<file path="src/rtl/wave_pkg.sv">
// wave_pkg: shared constants, FSM encoding and trigger rule for wave_trig_capture
package wave_pkg;
  localparam int LEN_DEFAULT = 800;
  localparam int SAMPLE_W = 8;
  localparam int AUTO_TIMEOUT_DEFAULT = 4096;
  typedef logic [SAMPLE_W-1:0] sample_t;
  localparam logic [1:0] ST_IDLE = 2'd0;
  localparam logic [1:0] ST_WAIT = 2'd1;
  localparam logic [1:0] ST_CAPT = 2'd2;
  localparam logic [1:0] ST_HOLD = 2'd3;
  function automatic logic edge_hit(input logic fall, input sample_t prev, input sample_t cur,
                                    input sample_t lvl);
    return fall ? (prev > lvl && cur <= lvl) : (prev < lvl && cur >= lvl);
  endfunction
endpackage

</file>
<file path="src/rtl/wave_decimator.sv">
// wave_decimator: passes one of every decim adc_valid beats; restart returns the phase to 0
module wave_decimator (
  input  logic        adc_clk,
  input  logic        adc_rst,
  input  logic        adc_valid,
  input  logic [15:0] decim,
  input  logic        restart,
  output logic        strobe
);
  logic [15:0] cnt_q, cnt_d;
  logic wrap;
  assign wrap = decim <= 16'd1 || cnt_q >= decim - 16'd1;
  assign strobe = adc_valid && cnt_q == '0;
  assign cnt_d = restart ? '0 : !adc_valid ? cnt_q : wrap ? '0 : cnt_q + 16'd1;
  always_ff @(posedge adc_clk) cnt_q <= adc_rst ? '0 : cnt_d;
endmodule

</file>
<file path="src/rtl/wave_trig_capture.sv">
// wave_trig_capture: edge-triggered line capture of a decimated ADC stream;
// defining WAVE_TRIG_AUTO_EN adds the timeout-forced trigger (auto_mode, trig_auto).
module wave_trig_capture
  import wave_pkg::*;
#(
  parameter int LEN = LEN_DEFAULT,
  parameter int AUTO_TIMEOUT = AUTO_TIMEOUT_DEFAULT
) (
  input  logic                adc_clk,
  input  logic                adc_rst,
  input  logic                adc_valid,
  input  logic [SAMPLE_W-1:0] adc_data,
  input  logic                enable,
  input  logic                single,
  input  logic                trig_edge,
  input  logic [SAMPLE_W-1:0] trig_level,
  input  logic [15:0]         decim,
  input  logic [15:0]         holdoff,
  input  logic                auto_mode,
  output logic                wr_valid,
  output logic [SAMPLE_W-1:0] wr_data,
  output logic                wr_line_start,
  output logic                trig_auto,
  output logic                busy
);
  logic [1:0] state_q, state_d;
  logic [9:0] smp_q, smp_d;
  logic [15:0] hold_q, hold_d, decim_q, holdoff_q;
  logic [SAMPLE_W-1:0] level_q, prev_q, s1_data_q, wr_data_q;
  logic edge_q, single_q, prev_ok_q, s1_valid_q, wr_valid_q, line_start_q;
  logic strobe, in_wait, hit, forced, fire, emit, enter_wait, hold_done;

  wave_decimator u_decim (
    .adc_clk   (adc_clk),
    .adc_rst   (adc_rst),
    .adc_valid (adc_valid),
    .decim     (decim_q),
    .restart   (enter_wait),
    .strobe    (strobe)
  );

  assign in_wait = state_q == ST_WAIT;
  assign hit = strobe && prev_ok_q && edge_hit(edge_q, prev_q, adc_data, level_q);
  assign fire = in_wait && enable && (hit || forced);
  assign emit = strobe && (state_q == ST_CAPT || fire);
  assign hold_done = holdoff_q <= 16'd1 || hold_q >= holdoff_q - 16'd1;
  assign enter_wait = !in_wait && state_d == ST_WAIT;

  // The trigger sample is line sample 0, so the count leaves WAIT already at 1.
  always_comb begin
    state_d = state_q;
    smp_d = smp_q;
    hold_d = '0;
    case (state_q)
      ST_IDLE: state_d = enable ? ST_WAIT : ST_IDLE;
      ST_WAIT: begin
        if (!enable) state_d = ST_IDLE;
        else if (fire) begin
          state_d = LEN > 1 ? ST_CAPT : ST_HOLD;
          smp_d = 10'(LEN > 1);
        end
      end
      ST_CAPT: if (strobe) begin
        state_d = smp_q == 10'(LEN - 1) ? ST_HOLD : ST_CAPT;
        smp_d = smp_q == 10'(LEN - 1) ? '0 : smp_q + 10'd1;
      end
      default: begin
        state_d = !hold_done ? ST_HOLD : enable && !single_q ? ST_WAIT : ST_IDLE;
        hold_d = hold_done ? '0 : hold_q + 16'd1;
      end
    endcase
  end

  always_ff @(posedge adc_clk) begin
    if (adc_rst) begin
      state_q <= ST_IDLE;
      smp_q <= '0;
      hold_q <= '0;
      decim_q <= '0;
      holdoff_q <= '0;
      level_q <= '0;
      edge_q <= 1'b0;
      single_q <= 1'b0;
      prev_q <= '0;
      prev_ok_q <= 1'b0;
      s1_valid_q <= 1'b0;
      s1_data_q <= '0;
      wr_valid_q <= 1'b0;
      wr_data_q <= '0;
      line_start_q <= 1'b0;
    end else begin
      state_q <= state_d;
      smp_q <= smp_d;
      hold_q <= hold_d;
      if (enter_wait) begin
        decim_q <= decim;
        holdoff_q <= holdoff;
        level_q <= trig_level;
        edge_q <= trig_edge;
        single_q <= single;
      end
      if (enter_wait) prev_ok_q <= 1'b0;
      else if (in_wait && strobe) begin
        prev_ok_q <= 1'b1;
        prev_q <= adc_data;
      end
      s1_valid_q <= emit;
      if (emit) s1_data_q <= adc_data;
      wr_valid_q <= s1_valid_q;
      wr_data_q <= s1_data_q;
      line_start_q <= fire;
    end
  end

`ifdef WAVE_TRIG_AUTO_EN
  localparam int TW = $clog2(AUTO_TIMEOUT + 1);
  logic [TW-1:0] to_q;
  logic auto_q, trig_auto_q;
  assign forced = strobe && auto_q && to_q == TW'(AUTO_TIMEOUT);
  always_ff @(posedge adc_clk) begin
    if (adc_rst) begin
      to_q <= '0;
      auto_q <= 1'b0;
      trig_auto_q <= 1'b0;
    end else begin
      if (enter_wait) begin
        to_q <= '0;
        auto_q <= auto_mode;
      end else if (in_wait && strobe && to_q != TW'(AUTO_TIMEOUT)) to_q <= to_q + TW'(1);
      if (fire) trig_auto_q <= !hit;
    end
  end
  assign trig_auto = trig_auto_q;
`else
  logic unused_auto;
  assign unused_auto = auto_mode | (AUTO_TIMEOUT < 0);
  assign forced = 1'b0;
  assign trig_auto = 1'b0;
`endif

  assign wr_valid = wr_valid_q;
  assign wr_data = wr_data_q;
  assign wr_line_start = line_start_q;
  assign busy = state_q != ST_IDLE;
endmodule
</file>
<file path="config.mk">
export PLATFORM = sky130hd
export DESIGN_NAME = wave_trig_capture
export DESIGN_NICKNAME = d
export VERILOG_FILES = /design/src/rtl/wave_pkg.sv /design/src/rtl/wave_decimator.sv /design/src/rtl/wave_trig_capture.sv
export SDC_FILE = /design/constraint.sdc
export NUM_CORES = 1
export LEC_CHECK = 0
export BUFFER_PORTS_ARGS = -buffer_cell sky130_fd_sc_hd__buf_2
export CAP_MARGIN = 20
export CORE_MARGIN = 2
export CORE_UTILIZATION = 25
export DETAILED_ROUTE_END_ITERATION = 10
export PLACE_DENSITY = 0.52
export REMOVE_ABC_BUFFERS = 1
export SLEW_MARGIN = 20
export SYNTH_ARGS = -nofsm -noshare
export SYNTH_HDL_FRONTEND = slang
export SYNTH_SLANG_ARGS = --single-unit
export TNS_END_PERCENT = 50
</file>
<file path="constraint.sdc">
create_clock -name adc_clk -period 4.62 [get_ports adc_clk]
set_clock_uncertainty 0.1 [all_clocks]
set_input_delay 0.462 -clock adc_clk [delete_from_list [all_inputs] [get_ports adc_clk]]
set_output_delay 0.462 -clock adc_clk [all_outputs]
set_load 0.02 [all_outputs]
</file>
==> results.toml <==
[detailed_routing]
vias_per_cell = 4.56
wl_per_cell_um = 13.2
antenna_left = 0
totalWireLength_mm = 15.0
drc = 0
drt_iter0_markers = 263
num_vias = 5190
firstDrtPassIters = 6

[clock_network]
h-tree-depth = 4
cts_root_buf = "clkbuf_16"
cts.sinks = 114
clk_pin_slew_worst_paths_ns = 0.06
numCtsBuffers = 17
cts_tree = "yes"
clk_latency_ns = 0.42
ctsResizeCount = 0
ctsHoldBuffers = 0
post_cts.repair.setup_buffers = 0
cts_buffer_depth = 2

[setup_path]
crit_family = "simple AND/OR/NAND/NOR gates"
cp_data_required_time_ns = 4.86
max_stage_delay_ns = 0.46
regToRegStartpoint = "holdoff_q[4]"
cp.arrival_ns = 3.98
cp_slowest_cell = "nor2_4"
crit_path_max_fanout = 27
worstSetupEndpointType = "flop"
start_kind = "flop"
cp-startpoint = "holdoff_q[4]"
crit_type = "flop to flop"
cp_cell_sequence = "nor4_1, nor2b_1, nand2_1, xor2_1, ha_1, a21o_1, a21o_1, a21oi_1, o211ai_1, a21oi_1, nor2_4, buf_12, buf_4, mux2i_1"
reg2reg_slack_ns = 0.88
cp_num_buf_inv = 2

[power_and_ir_drop]
switching_share_pct = 26.1
ir_drop_v = 0.000203
combPwrFrac_pct = 13.0
powerDensity_mw_per_mm2 = 359
internal_power_w = 0.00202
switchingPower_w = 0.000713
leakagePower_nw = 3.06
p_seq_share_pct = 38.1
clock_power_share_pct = 48.9

[global_routing]
grt_antenna_before_repair = 0
grt_pass1_vias = 4936
grt_pass1_wl_mm = 25.2
grt_use_total_pct = 11.9
grt-ovfl-total = 0
grt_max_degree = 41

[hold_path]
hold_start = "holdoff[11]"
hold_class = "input port to flop"

[sta]
finalHoldViolCount = 0
slew_headroom_pct = 42.4
fmax_ghz = 0.267
holdWs_ns = 0.189
setup_viol = 0
tightest_slew_ns = 0.856
slew_viol_final = 0
rsz0062_at_grt = "false"
period_minus_slack_ns = 3.74
timing.final.crit_share_pct = 81.0

[die]
start_util_pct = 25.3
die_w_um = 163
rows = 58
die_h_um = 163
dieArea_mm2 = 0.0265
core_area_mm2 = 0.0250
num_io_pins = 67

[final_layout]
fin_cells = 1138
drive_above_1_share_pct = 15.2
fillers = 2684
diodes = 0
nets = 906
final_cell_area_mm2 = 0.00761
syn_to_final_growth_pct = 20.5

[placement]
placed_cell_area_mm2 = 0.00701
placed_cells = 1106
place_congestion = 0.736
io_buffers = 64
dpl.hpwl_mm = 10.8

[logic_synthesis]
yosysWarnings = 0
ys_types = 51
synth-edff-count = 0
seq_area_frac_synth_pct = 36.1
syn_inst = 732
syn_avg_cell_area_um2 = 8.63
syn_area_mm2 = 0.00631
synth_ff_type = "dfxtp_1"
ys_ff_latch = 114
async_reset_ff_share_pct = 0

[run]
drv_cap = 0

[run_status]
status = "completed"
tightest hold or removal path, delay by kind of cell:
kind                   cells  cell delay [ns]
and+or+nand+nor            1             0.04
buffers and inverters      1             0.10
muxes                      1             0.05
state kept, by name (all words and copies together) (netlist names), 2 cells and up:
| name | cells |
|---|---|
| decim_q | 16 |
| hold_q | 16 |
| holdoff_q | 16 |
| level_q | 8 |
| prev_q | 8 |
| s1_data_q | 8 |
| smp_q | 10 |
| state_q | 2 |
| u_decim.cnt_q | 16 |
| wr_data | 8 |
per-stage QoR:
stage | util (%) | power [W] | setup TNS (ns) | setup WS (ns)
floorplan | - | 0.00131 | -43.62 | -0.801
global placement | 28.0 | 0.00141 | 0 | 0.543
detailed placement | 28.1 | 0.00142 | 0 | 0.832
CTS | 30.5 | 0.00277 | 0 | 0.805
global route | 30.5 | 0.00287 | 0 | 0.537
finish | 30.5 | 0.00273 | 0 | 0.877
power groups by stage:
| stage | logic, W | registers, W | clock network [W] |
|---|---|---|---|
| 2_1_floorplan | 0.000251 | 0.00106 | 0 |
| 3_3_place_gp | 0.000352 | 0.00106 | 0 |
| 3_5_place_dp | 0.000358 | 0.00106 | 0 |
| 4_1_cts | 0.000361 | 0.00104 | 0.00137 |
| 5_1_grt | 0.000410 | 0.00105 | 0.00142 |
| 6_report | 0.000355 | 0.00104 | 0.00134 |
synth_stat cells, drive strengths merged (7+ instances only):
master  instances  share of area, %
nand2         116               6.9
dfxtp         114                36
ha             56                11
nor2           55               3.3
mux2i          39               6.2
a21oi          31               2.5
nor4           28               3.0
xor2           28               3.9
xnor2          27               3.7
inv            25               1.5
nand3          23               1.8
clkbuf         21               1.2
nand4          19               2.0
nor3           18               1.6
nor2b          15               1.5
o31ai          15               1.8
o21ai          13               1.0
and3           12               1.2
or4b           12               1.9
buf            10              0.93
a21o            7              0.83
per-layer routing:
metal | track usage [%] | vias up | routed length (um)
met5 | 0 | - | 0
met4 | 3.86 | 0 | 161
li1 | - | 2722 | -
met1 | 16.0 | 2413 | 7660
met2 | 19.3 | 44 | 6940
met3 | 2.24 | 11 | 285
final timing paths:
check | endpoint | cells past startpoint
setup / recovery | decim_q[8] | 14
hold / removal | holdoff_q[11] | 3
setup reg to reg | decim_q[8] | 14
hold reg to reg | wr_valid | 1
area by class of cell:
type                       instances  area, um2  area share, %
tap                              330        413           5.43
sequential                       114       2280           30.0
inverter                          25       93.8           1.23
clock buffer                      20        437           5.74
multi-input combinational        562       3810           50.0
clock inverter                    12        159           2.09
timing repair buffer              75        415           5.46
cell usage in the layout, fill, tap and decap left out, types with 11 or more instances in the layout:
cell and count:
xnor2_1 27, o21ai_0 11, dfxtp_1 114, and3_1 12, nand2_1 116, nand4_1 18, buf_2 64, nor2_1 54
ha_1 56, mux2i_1 39, nor4_1 26, clkbuf_16 17, inv_1 24, nor3_1 16, nand3_1 23, a21oi_1 31
nor2b_1 15, o31ai_1 15, xor2_1 28
kinds of logic after synthesis:
kind of cell / after synthesis / synth area share (%)
AOI/OAI and AO/OA: 95 / 9.89
xor gates and xnor gates: 55 / 7.63
adders and majority gates: 56 / 11.1
buffers and inverters: 56 / 3.67
DFF: 114 / 36.1
muxes: 39 / 6.18
other: 1 / 0.0594
and+or+nand+nor: 316 / 25.3
(Power assumes the default switching activity.)
